File: src/rtl/sp_ram_param.sv
// Parametrised single-port synchronous RAM with byte enables, selectable
// read-during-write behaviour, a word-per-cycle clear engine and error strobes.
module sp_ram_param #(
    parameter int WIDTH    = 16,
    parameter int DEPTH    = 12,
    parameter int ADDR_W   = 4,
    parameter int RDW_MODE = 0
) (
    input  logic                 clk,
    input  logic                 rst,
    input  logic                 clr,
    input  logic [ADDR_W-1:0]    addr,
    input  logic                 wr_en,
    input  logic                 re_en,
    input  logic [WIDTH/8-1:0]   be,
    input  logic [WIDTH-1:0]     din,
    output logic [WIDTH-1:0]     dout,
    output logic                 dout_valid,
    output logic                 busy,
    output logic                 err
);

    localparam int NB = WIDTH / 8;
    localparam logic [ADDR_W-1:0] LAST = ADDR_W'(DEPTH - 1);

    // Access handshake: an access is a cycle with wr_en or re_en high. It is
    // accepted only in IDLE with an in-range address; otherwise err pulses
    // on the following cycle. Accepted reads raise dout_valid one cycle later.
    typedef enum logic {S_CLEAR, S_IDLE} state_t;

    state_t            state, state_nxt;
    logic [ADDR_W-1:0] cnt, cnt_nxt;

    logic [WIDTH-1:0]  mem [DEPTH];

    logic              access, in_range, ok, do_wr, do_rd, clr_we;
    logic [WIDTH-1:0]  old_word, new_word;

    always_ff @(posedge clk or negedge rst) begin
        if (!rst) begin
            state <= S_CLEAR;
            cnt   <= '0;
        end else begin
            state <= state_nxt;
            cnt   <= cnt_nxt;
        end
    end

    always_comb begin
        state_nxt = state;
        cnt_nxt   = cnt;
        case (state)
            S_CLEAR: begin
                cnt_nxt = cnt + ADDR_W'(1);
                if (cnt == LAST) begin
                    state_nxt = S_IDLE;
                    cnt_nxt   = '0;
                end
            end
            S_IDLE: begin
                if (clr) begin
                    state_nxt = S_CLEAR;
                    cnt_nxt   = '0;
                end
            end
            default: state_nxt = S_CLEAR;
        endcase
    end

    assign busy = (state == S_CLEAR);

    always_comb begin
        access   = wr_en | re_en;
        in_range = ({1'b0, addr} < (ADDR_W + 1)'(DEPTH));
        ok       = (state == S_IDLE) && in_range;
        do_wr    = ok && wr_en;
        do_rd    = ok && re_en;
        clr_we   = rst && (state == S_CLEAR);
        old_word = mem[addr];
        new_word = old_word;
        for (int k = 0; k < NB; k++) begin
            if (be[k]) new_word[8*k +: 8] = din[8*k +: 8];
        end
    end

    // Storage has no reset so it maps onto RAM primitives; the clear engine
    // zeroes it synchronously instead.
    always_ff @(posedge clk) begin
        if (clr_we) begin
            mem[cnt] <= '0;
        end else if (do_wr) begin
            mem[addr] <= new_word;
        end
    end

    always_ff @(posedge clk or negedge rst) begin
        if (!rst) begin
            dout       <= '0;
            dout_valid <= 1'b0;
            err        <= 1'b0;
        end else begin
            dout_valid <= do_rd;
            err        <= access && !ok;
            if (do_rd) begin
                dout <= (RDW_MODE != 0 && wr_en) ? new_word : old_word;
            end
        end
    end

endmodule

File: config.mk
export PLATFORM = sky130hd
export DESIGN_NAME = sp_ram_param
export DESIGN_NICKNAME = d
export VERILOG_FILES = /design/src/rtl/sp_ram_param.sv
export SDC_FILE = /design/constraint.sdc
export NUM_CORES = 1
export LEC_CHECK = 0
export CAP_MARGIN = 20
export CORE_MARGIN = 2
export CORE_UTILIZATION = 35
export CTS_CLUSTER_SIZE = 40
export DETAILED_ROUTE_END_ITERATION = 12
export PLACE_DENSITY = 0.63
export SETUP_SLACK_MARGIN = 0.2
export SYNTH_ARGS = -nofsm -noshare
export SYNTH_HDL_FRONTEND = slang
export SYNTH_SLANG_ARGS = --single-unit
File: constraint.sdc
create_clock -name clk -period 3.3 [get_ports clk]
set_input_delay 0.66 -clock clk [delete_from_list [all_inputs] [get_ports clk]]
set_output_delay 0.66 -clock clk [all_outputs]
set_load 0.01 [all_outputs]
# --- Word level (Yosys, flattened, before mapping) ---
# Memory sizes are Yosys's and may differ from the RTL's.
# Index checks and enable logic that the tools add are counted.
totals:
  n_memories: 1
  ram_bits: 192
  wordCells: 35
  ff_bits: 23
  input_bits: 27
memory_table:
  columns: ["memory", "words", "word_bits", "read_ports", "rd_ports_with_merged_regs", "write_ports", "line_no", "source"]
  rows:
  - ["mem", 12, 16, 1, 0, 1, "34", "logic [WIDTH-1:0] mem [DEPTH];"]
classes:
  addsub: 1
  n_eq_ne: 2
  n_bitwise: 2
  reduce_logical: 7
  mux: 16
  n_lt_le_gt_ge: 1
ops:
  columns: ["op", "count"]
  rows:
  - ["16-bit two-way mux", 1]
  - ["8-bit two-way mux", 2]
  - ["16-bit OR reduction", 1]
  - ["4-bit two-way mux", 3]
  - ["1-bit two-way mux", 8]
  - ["4-bit one-hot mux with 2 select lines", 1]
  - ["1-bit logical AND", 5]
  - ["4-bit by 1-bit adder with 4-bit output (second input constant)", 1]
  - ["4-bit == test (second input constant)", 1]
  - ["4-bit less-than comparator (second input constant)", 1]
  - ["2-bit != test (second input constant)", 1]
  - ["1-bit one-hot mux with 2 select lines", 1]
  - ["1-bit logical NOT", 1]
  - ["1-bit inverter", 1]
  - ["1-bit OR", 1]

# --- Logic depth before layout (Yosys ltp) ---
# Gate-level depths: netlist (run 1).
depth:
  depth_word: 8
  mapped_depth: 7
  mapped_depth_nobuf: 5

# --- Least setup slack after synthesis (run 1) ---
# No wires, ideal clock.
synth_timing:
  path_type: "input-to-reg"
  start: "in addr[0]"
  end: "mem mem[0][0], enable pin"
  required_time_ps: 2891
  setup_slack_ps: 210
  arrival_ps: 2681
  setup_ps: 409
  path_buffers: 3
  stages: 5
  path_cell_list: "buf_6 > buf_4 > buf_2 > mux2_2 > nor3_1"
synth_between:
  elab_chain_cells: 8
  word_cells_on_any_way: 9
  classes_between: "order compare: 1; mux: 5; reduce/logical: 3"
synth_lines:
  columns: ["item", "line_no", "source"]
  rows:
  - ["start: declaration", "12", "input logic [ADDR_W-1:0] addr,"]
  - ["4-bit less-than comparator", "74", "in_range = ({1'b0, addr} < (ADDR_W + 1)'(DEPTH));"]
  - ["1-bit logical AND", "75", "ok = (state == S_IDLE) && in_range;"]
  - ["1-bit logical AND", "76", "do_wr = ok && wr_en;"]
  - ["1-bit two-way mux", "91", "end else if (do_wr) begin"]
  - ["1-bit two-way mux", "89", "if (clr_we) begin"]
  - ["1-bit two-way mux (implied by the code)", "92", "mem[addr] <= new_word;"]
  - ["16-bit OR reduction (no source line)", null, null]
  - ["4-bit two-way mux (no source line) / 1-bit two-way mux (equally long branches)", null, null]
  - ["end: declaration", "34", null]
# Several ways; a longest one is shown, not always the timed one.

# --- Worst setup path in the final report (run 1) ---
layout_timing:
  start: "in wr_en"
  end: "mem mem[2][11], enable pin"
layout_between:
  elab_chain_cells: 6
  word_cells_on_any_way: 7
  classes_between: "mux: 5; reduce/logical: 2"
layout_lines:
  columns: ["item", "line_no", "source"]
  rows:
  - ["start: declaration", "13", "input logic wr_en,"]
  - ["1-bit logical AND *", "76", null]
  - ["1-bit two-way mux *", "91", null]
  - ["1-bit two-way mux *", "89", null]
  - ["1-bit two-way mux (implied by the code) *", "92", null]
  - ["16-bit OR reduction (no source line)", null, null]
  - ["4-bit two-way mux (no source line) / 1-bit two-way mux (equally long branches)", null, null]
# Mark *: on every way between the ends. The rest lies on a longest branch, timed or not.

==> flow_summary_export.csv, run 1 <==
group,metric,value,unit
status,status,"complete, no violations",
logic_synthesis,yosysSeqAreaShare,73.35,%
clocking,cts_sinks,215,
sta,rsz0062_at_grt,"false",
logic_synthesis,async_reset_ff_share,10.70,%
detailed_routing,drt_iter0_drc,409,
clocking,cts_tree,"yes",
floorplanning,core.rowCount,57,
sta,fin_crit,2552,ps
grt,grt_pass1_wl,28430,um
detailed_routing,firstDrtPassIters,5,
grt,overflow,0,
logic_synthesis,synth_area_per_cell,19.04,um^2
clocking,clk_latency,500,ps
flow_run,maxCapViolCount,0,
sta,finalHoldViolations,0,
setup_path,critical_path_arrival,2730,ps
sta,tns,0,ps
sta,finalMaxSlewViolations,0,
placement,hpwlAfterDp,12300,um
floorplanning,dieArea,25970,um^2
placement,portBuffers,45,
layout,nNetsFinal,560,
worst_hold_path,min_path_type,"reg -> reg",
detailed_routing,wl_per_cell,20.92,um
layout,layout_common_cells,"edfxtp_1, mux4_2, clkdlybuf4s50_1, buf_4, nand2_1",
detailed_routing,drc,0,
grt,track_usage,14.33,%
clocking,post_cts.repair.setup_buffers,0,
floorplanning,start_util,35.55,%
placement,dp_slack,178.6,ps
grt,grt_pass1_vias,4721,
detailed_routing,num_vias,4484,
sta,setup_viol,0,
setup_path,crit_required,3480,ps
logic_synthesis,netlist_instances,454,
layout,area_growth,20.80,%
clocking,cts-root-buf,"clkbuf_16",
floorplanning,dieWidth,161.2,um
floorplanning,ios,46,
setup_path,crit_path_max_fanout,16,
clocking,cts_made_buffers,22,
clocking,cts_resized,0,
logic_synthesis,synth.distinct_cells,35,
logic_synthesis,netlist_top_cells_area,"edfxtp_1, mux4_2, dfrtp_1, mux2i_1, o21a_1",
logic_synthesis,synth-edff-count,192,
floorplanning,die_h,161.2,um
logic_synthesis,syn-num-nets,482,
grt,antenna_found_initial,1,
clocking,postCtsHoldBufs,0,
layout,final_common_cell,"edfxtp_1",
sta,fin_crit_sh,77.34,%
sta,relSlewSlack,34.11,%
detailed_routing,drt-total-wl,18240,um
layout,drive_gt1_share,26.82,%
power_and_ir_drop,vdd_drop_max,0.3473,mV
layout,n_antenna_cell,0,
grt,grt_max_degree,32,
power_and_ir_drop,power_leakage,3.548,nW
placement,gp_congestion,0.7947,
logic_synthesis,synth.cell_area,8645,um^2
clocking,h-tree-depth,1,
setup_path,cp-end-kind,"register",
sta,fin_ws,747.7,ps
logic_synthesis,netlist.area_leader.share,66.70,%
sta,fin_skew,9.106,ps
logic_synthesis,yosysTopAreaCell,"edfxtp_1",
detailed_routing,ant_nets,0,
detailed_routing,via_per_inst,5.142,
sta,worstMarginPinSlew,988.4,ps
power_and_ir_drop,power.density,711.8,nW/um^2
logic_synthesis,synth_top_flop_cell,"edfxtp_1",
logic_synthesis,synth_seq_cells,215,
floorplanning,coreArea,24320,um^2
setup_path,critPathLaunchType,"primary input",
logic_synthesis,yosysWarningCount,0,
sta,max_freq,0.3918,GHz
clocking,path_clk_slew,60,ps
clocking,cts_buffer_depth,3,
setup_path,criticalPathCategory,"in -> reg",
[cell usage after synthesis (7+ instances only)]
| cell type | number |
|---|---|
| o21a_1 | 18 |
| o211ai_1 | 9 |
| mux2_2 | 8 |
| mux4_2 | 48 |
| nor2_1 | 7 |
| mux2i_1 | 18 |
| dfrtp_1 | 23 |
| nand2_1 | 26 |
| a21oi_1 | 12 |
| o21ai_0 | 19 |
| buf_2 | 10 |
| edfxtp_1 | 192 |
| nor3_1 | 11 |
| o21ai_1 | 7 |
[registers in the layout, summed over array words and instances (netlist names)]
signal      cells
dout           16
dout_valid      1
cnt             4
mem           192
state           1
err             1
[metrics by stage]
step | cells | area [um^2] | power (mW) | hold slack (ps) | utilization, %
floorplan | 454 | 8645 | 4.251 | 364.4 | -
global placement | 830 | 9643 | 4.829 | 473.8 | 39.65
detailed placement | 830 | 9643 | 4.876 | 481.7 | 39.65
CTS | 870 | 10430 | 7.493 | 496.4 | 42.88
global route | 872 | 10440 | 7.746 | 520.2 | 42.94
finish | 872 | 10440 | 7.432 | 490.7 | 42.94
[per-layer routing]
layer / vias to the layer above / track usage, % / part of all wire (%)
met5: - / 0 / 0.038
met4: 2 / 3.693 / 1.6
met3: 27 / 2.465 / 5.7
met2: 133 / 22.53 / 46
met1: 2324 / 20.86 / 46
li1: 1998 / - / -
[cell type report]
class / instances / area [um^2]
clock buffer: 30 / 653.1
clock inverter: 10 / 131.4
fill: 2085 / 13880
inverter: 7 / 26.28
multi-input combinational: 206 / 2162
sequential: 215 / 6341
tap: 324 / 405.4
timing repair buffer: 80 / 723.2
[path summary, 6_finish.rpt]
path                                startpoint                   end  slack [ps]  cells after the start
max                                      wr_en  mem[2][11]$_DFFE_PP_         750                      7
min                        dout[4]$_DFFE_PN0P_   dout[4]$_DFFE_PN0P_         490                      1
max reg2reg                    state$_DFF_PN0_  mem[2][11]$_DFFE_PP_         770                      6
min reg2reg                dout[4]$_DFFE_PN0P_   dout[4]$_DFFE_PN0P_         490                      1
max in group asynchronous                  rst   dout[8]$_DFFE_PN0P_        2430                      2
min in group asynchronous                  rst   dout[6]$_DFFE_PN0P_         640                      2
[kinds of logic (layout without fill, tap and decap cells)]
logic type      count (synthesis)  in the layout  synth area share [%]
simple gates                   48             48                 2.359
xor+xnor                        1              1                0.1013
flops                         215            215                 73.35
fa+ha+maj                       1              1                0.1447
mux                            74             74                 15.63
compound gates                 82             82                 6.311
buf+inv                        33            127                 2.099
[critical path, stage by stage]
cell	delay, ps
clkdlybuf4s50_1	530
nand2_1	160
a21oi_1	180
buf_4	250
mux2_2	440
nor3_2	210
buf_4	300
[report_power, final]
part / total [mW] / leakage (nW) / switching, mW / internal [mW]
combinational: 1.26 / 1.07 / 0.675 / 0.589
sequential: 3.55 / 2.09 / 0.162 / 3.38
clock: 2.62 / 0.387 / 0.995 / 1.63
Note: power is estimated with default switching activity, not from simulation.
==> inputs of run 2 (changes only) <==
PLACE_DENSITY = 0.65   (was 0.63)
clock period = 2.25 ns   (was 3.3 ns; I/O delays follow)
==> run 2 against run 1 <==
  * Sequential cell count did not move
  * Sequential power rose by 46%
  * Critical path type is now reg -> reg
  * Combinational power rose by 93%
==> flow_summary_export.csv, run 2 (same netlist as run 1, synthesis figures left out) <==
group,metric,value,unit
power_and_ir_drop,power,11.38,mW
sta,fin_crit_sh,90.78,%
setup_path,criticalPathCategory,"reg -> reg",
layout,area_growth,30.64,%
sta,worstMarginPinSlew,623.0,ps
setup_path,critical_path_arrival,2260,ps
layout,multiInputGateArea,2336,um^2
grt,grt_max_degree,28,
sta,finalHoldViolations,0,
detailed_routing,drc,0,
status,status,"complete, no violations",
detailed_routing,drt-total-wl,18830,um
layout,final-seq-area,6341,um^2
sta,finalMaxSlewViolations,0,
layout,drive_gt1_share,36.90,%
grt,grt_pass1_vias,5128,
setup_path,crit_required,2460,ps
clocking,cts_made_buffers,22,
detailed_routing,drt_iter0_drc,400,
worst_hold_path,min_path_type,"reg -> reg",
setup_path,cp-end-kind,"register",
detailed_routing,firstDrtPassIters,4,
clocking,path_clk_slew,60,ps
detailed_routing,ant_nets,0,
floorplanning,dieWidth,161.2,um
clocking,cts-root-buf,"clkbuf_16",
placement,hpwlAfterDp,12740,um
sta,rsz0062_at_grt,"true",
sta,relSlewSlack,58.47,%
floorplanning,die_h,161.2,um
layout,reg_top3,"mem (192), dout (16), cnt (4)",
sta,holdWs,491.1,ps
setup_path,crit_path_max_fanout,8,
floorplanning,start_util,35.55,%
sta,fin_skew,11.34,ps
clocking,cts_tree,"yes",
clocking,clk_latency,500,ps
floorplanning,dieArea,25970,um^2
floorplanning,core.rowCount,57,
sta,max_freq,0.4896,GHz
placement,place_inst,888,
layout,nNetsFinal,621,
detailed_routing,via_per_inst,5.031,
detailed_routing,wl_per_cell,20.23,um
layout,fillers,1984,
sta,tns,0,ps
floorplanning,ios,46,
layout,largest_register_ffs,192,
layout,layout_common_cells,"edfxtp_1, buf_4, mux4_2, clkdlybuf4s50_1, nand2_1",
power_and_ir_drop,vdd_drop_max,0.7083,mV
clocking,cts_buffer_depth,3,
placement,portBuffers,45,
grt,grt_pass1_wl,29840,um
placement,dpl_cell_area,10450,um^2
clocking,postCtsHoldBufs,0,
layout,final_common_cell,"edfxtp_1",
placement,gp_congestion,0.7907,
layout,n_antenna_cell,0,
layout,instances_no_fill,931,
clocking,h-tree-depth,1,
flow_run,maxCapViolCount,0,
clocking,cts_sinks,215,
layout,final_area,11290,um^2
grt,antenna_found_initial,0,
grt,track_usage,14.99,%
layout,top_register,"mem",
grt,overflow,0,
setup_path,critPathLaunchType,"register",
power_and_ir_drop,power_leakage,3.957,nW
power_and_ir_drop,power.density,1008,nW/um^2
sta,setup_viol,0,
detailed_routing,num_vias,4684,
floorplanning,coreArea,24320,um^2
sta,fin_crit,2043,ps
==> run 2: cell count changes in the layout (fill, tap and decap cells not counted), sizes merged <==
cell	previous run	this run
dlygate4sd2	0	3
bufbuf	0	1
inv	8	7
clkdlybuf4s50	42	39
buf	38	98
clkinv	5	9
clkbuf	30	25
bufinv	3	4
clkinvlp	1	0
==> run 2: power breakdown <==
group,switching (mW),total (mW),internal (mW)
Clock,1.46,3.78,2.32
Sequential,0.216,5.18,4.96
Combinational,1.21,2.43,1.22
Total,2.88,11.4,8.50
==> run 2: worst paths after layout <==
path | slack [ps] | end | depth (start not counted) | startpoint
worst max-delay path | 210 | mem[3][15]$_DFFE_PP_ | 7 | state$_DFF_PN0_
worst min-delay path | 490 | dout[10]$_DFFE_PN0P_ | 1 | dout[10]$_DFFE_PN0P_
worst max register to register | 210 | mem[3][15]$_DFFE_PP_ | 7 | state$_DFF_PN0_
worst min register to register | 490 | dout[10]$_DFFE_PN0P_ | 1 | dout[10]$_DFFE_PN0P_
max in group asynchronous | 1410 | dout[10]$_DFFE_PN0P_ | 3 | rst
min in group asynchronous | 580 | cnt[1]$_DFFE_PN0P_ | 3 | rst
==> run 2: final cells by class <==
class / count / share of cell area, %
clock buffer: 25 / 5.163
clock inverter: 13 / 1.529
inverter: 7 / 0.2548
multi-input combinational: 206 / 20.68
sequential: 215 / 56.15
tap: 324 / 3.590
timing repair buffer: 141 / 12.63
==> run 2: per-layer routing <==
metal | GRT usage [%] | vias to the layer above | share of wire, %
met5 | 0 | - | 0
met4 | 4.018 | 0 | 1.9
met3 | 2.491 | 31 | 5.0
met2 | 26.10 | 124 | 51
met1 | 19.60 | 2411 | 42
li1 | - | 2118 | -
==> run 2: worst max-delay path, stage by stage, from the launching register on <==
cell       delay, ps
dfrtp_1          390
nand2_2          100
buf_6            130
or2_4            230
buf_4            130
o32a_4           250
nor3_4           200
bufbuf_16        320
==> run 2: per-stage QoR <==
step	setup WS [ps]	util, %
floorplan	164.4	-
global placement	-367.7	42.98
detailed placement	-410.4	42.98
CTS	183.9	46.39
global route	184.6	46.44
finish	207.4	46.44
==> run 2: timing repair <==
item | in CTS | in global routing
setup endpoints to repair | 89 | 44
gates resized for setup | 7 | 1
gates cloned | 1 | 0
buffers inserted | 3 | 1
pin swaps | 4 | 1
==> inputs of run 3 (changes only) <==
CORE_UTILIZATION = 50   (was 35)
PLACE_DENSITY = 0.83   (was 0.65)
SETUP_SLACK_MARGIN = 0.4   (was 0.2)
SKIP_CTS_REPAIR_TIMING = 1   (was default)
==> run 3 against run 2 <==
  * Global-route usage increased by 7.5 points
  * Critical path type unchanged
  * Routed wire length is 11% higher
  * Largest cell class unchanged
  * First-iteration DRC count up 18%
  * Non-clock buffer count fell by 20
  * Utilization rose by 19 points
  * Clock skew rose by 5.9 ps
  * Worst hold slack got worse by 81 ps
  * Sequential power barely moved
  * Count of clock-buffer cells in the layout unchanged
==> flow_summary_export.csv, run 3 (same netlist as run 1, synthesis figures left out) <==
group,metric,value,unit
clocking,h-tree-depth,1,
sta,rsz0062_at_grt,"true",
power_and_ir_drop,p_sw,3.004,mW
floorplanning,dieWidth,135.5,um
floorplanning,coreArea,17120,um^2
placement,gp_congestion,0.8822,
detailed_routing,drc,0,
layout,top_register,"mem",
floorplanning,start_util,50.50,%
grt,grt_pass1_vias,4991,
power_and_ir_drop,clkPwrFrac,30.1,%
clocking,clk_latency,510,ps
sta,max_freq,0.5006,GHz
sta,finalMaxSlewViolations,0,
floorplanning,ios,46,
worst_hold_path,min_path_type,"in -> reg",
grt,antenna_found_initial,0,
setup_path,critical_path_arrival,2220,ps
sta,worstMarginPinSlew,529.0,ps
grt,track_usage,22.45,%
layout,area_growth,30.18,%
grt,overflow,0,
detailed_routing,via_per_inst,6.065,
detailed_routing,drt_iter0_drc,471,
clocking,cts_buffer_depth,3,
detailed_routing,num_vias,4931,
sta,fin_crit,1998,ps
power_and_ir_drop,switching_share,27.20,%
setup_path,crit_path_max_incr_delay,410,ps
sta,fin_skew,17.23,ps
layout,final_area,11250,um^2
detailed_routing,wl_per_cell,25.63,um
setup_path,cp_cell_sequence,"nand2_4 -> a21oi_4 -> buf_6 -> mux2_4 -> nor3_4 -> buf_6",
placement,hpwlAfterDp,13280,um
setup_path,cp-end-kind,"register",
floorplanning,die_h,135.5,um
setup_path,criticalPathCategory,"reg -> reg",
layout,layout_common_cells,"edfxtp_1, mux4_2, buf_4, nand2_1, buf_12",
setup_path,rrSetupSlack,250,ps
status,status,"complete, no violations",
floorplanning,dieArea,18360,um^2
detailed_routing,firstDrtPassIters,5,
sta,relSlewSlack,64.50,%
power_and_ir_drop,power.internal,8.040,mW
sta,finalHoldViolations,0,
setup_path,crit_path_max_fanout,7,
placement,dpl_cell_area,10280,um^2
sta,holdWs,409.9,ps
setup_path,crit_path_frequent_cell,"buf_6",
clocking,path_clk_slew,60,ps
layout,reg_top3,"mem (192), dout (16), cnt (4)",
power_and_ir_drop,power.density,981.5,nW/um^2
detailed_routing,ant_nets,0,
setup_path,path_delay_family,"flip-flops",
layout,largest_register_ffs,192,
sta,setup_viol,0,
clocking,cts_sinks,215,
layout,n_antenna_cell,0,
grt,grt_max_degree,23,
setup_path,critPathLaunchType,"register",
floorplanning,core.rowCount,48,
clocking,cts-root-buf,"clkbuf_16",
setup_path,worst_path_max_delay_cell,"dfrtp_2",
sta,fin_crit_sh,88.78,%
grt,grt_pass1_wl,30010,um
clocking,cts_made_buffers,21,
clocking,cts_tree,"yes",
setup_path,crit_required,2470,ps
detailed_routing,drt-total-wl,20840,um
setup_path,path_buf_inv,2,
power_and_ir_drop,vdd_drop_max,0.6526,mV
sta,tns,0,ps
layout,drive_gt1_share,36.73,%
layout,nNetsFinal,601,
power_and_ir_drop,p_seq_share,47.2,%
placement,portBuffers,45,
power_and_ir_drop,power_frac_comb,22.8,%
flow_run,maxCapViolCount,0,
layout,final_common_cell,"edfxtp_1",
power_and_ir_drop,power_leakage,4.015,nW
power_and_ir_drop,power,11.04,mW
-- run 3: power groups by stage --
stage / sequential [mW] / combinational [mW] / clock [mW]
6_report: 5.21 / 2.52 / 3.32
2_1_floorplan: 5.28 / 1.25 / 0
5_1_grt: 5.25 / 2.66 / 3.50
3_3_place_gp: 5.22 / 2.27 / 0
3_5_place_dp: 5.27 / 2.36 / 0
4_1_cts: 5.20 / 2.39 / 3.37
-- run 3: worst min-delay path, stage by stage --
cell and delay (ps):
buf_2 170, nand2_1 160, a21oi_1 90
-- run 3: per-stage QoR --
step,setup WS [ps],utilization [%],instances
finish,252.4,65.75,813
global route,173.7,65.75,813
CTS,-131.2,63.87,805
detailed placement,-356.3,60.09,767
global placement,-286.5,60.09,767
floorplan,164.4,-,454
-- run 3: area by class of cell --
type / count / area [um^2]
Timing Repair Buffer: 121 / 1414
Sequential cell: 215 / 6344
Fill cell: 1034 / 5863
Clock inverter: 13 / 97.59
Inverter: 7 / 28.78
Clock buffer: 25 / 550.5
Multi-Input combinational cell: 207 / 2537
Tap cell: 225 / 281.5
-- run 3: layer usage --
layer / up-vias / part of all wire [%] / wire length [um] / global-route usage [%]
li1: 2101 / - / - / -
met1: 2537 / 40 / 8359 / 31.80
met2: 244 / 49 / 10300 / 36.29
met3: 49 / 7.1 / 1479 / 2.955
met4: 0 / 3.4 / 699 / 8.391
met5: - / 0 / 0 / 0
-- run 3: worst paths after layout --
path	cells after the start	start	end
worst max-delay path	6	state$_DFF_PN0_	mem[0][12]$_DFFE_PP_
max in group asynchronous	4	rst	cnt[1]$_DFFE_PN0P_
worst max register to register	6	state$_DFF_PN0_	mem[0][12]$_DFFE_PP_
worst min-delay path	3	addr[2]	err$_DFF_PN0_
worst min register to register	1	dout[14]$_DFFE_PN0P_	dout[14]$_DFFE_PN0P_
min in group asynchronous	3	rst	dout[15]$_DFFE_PN0P_
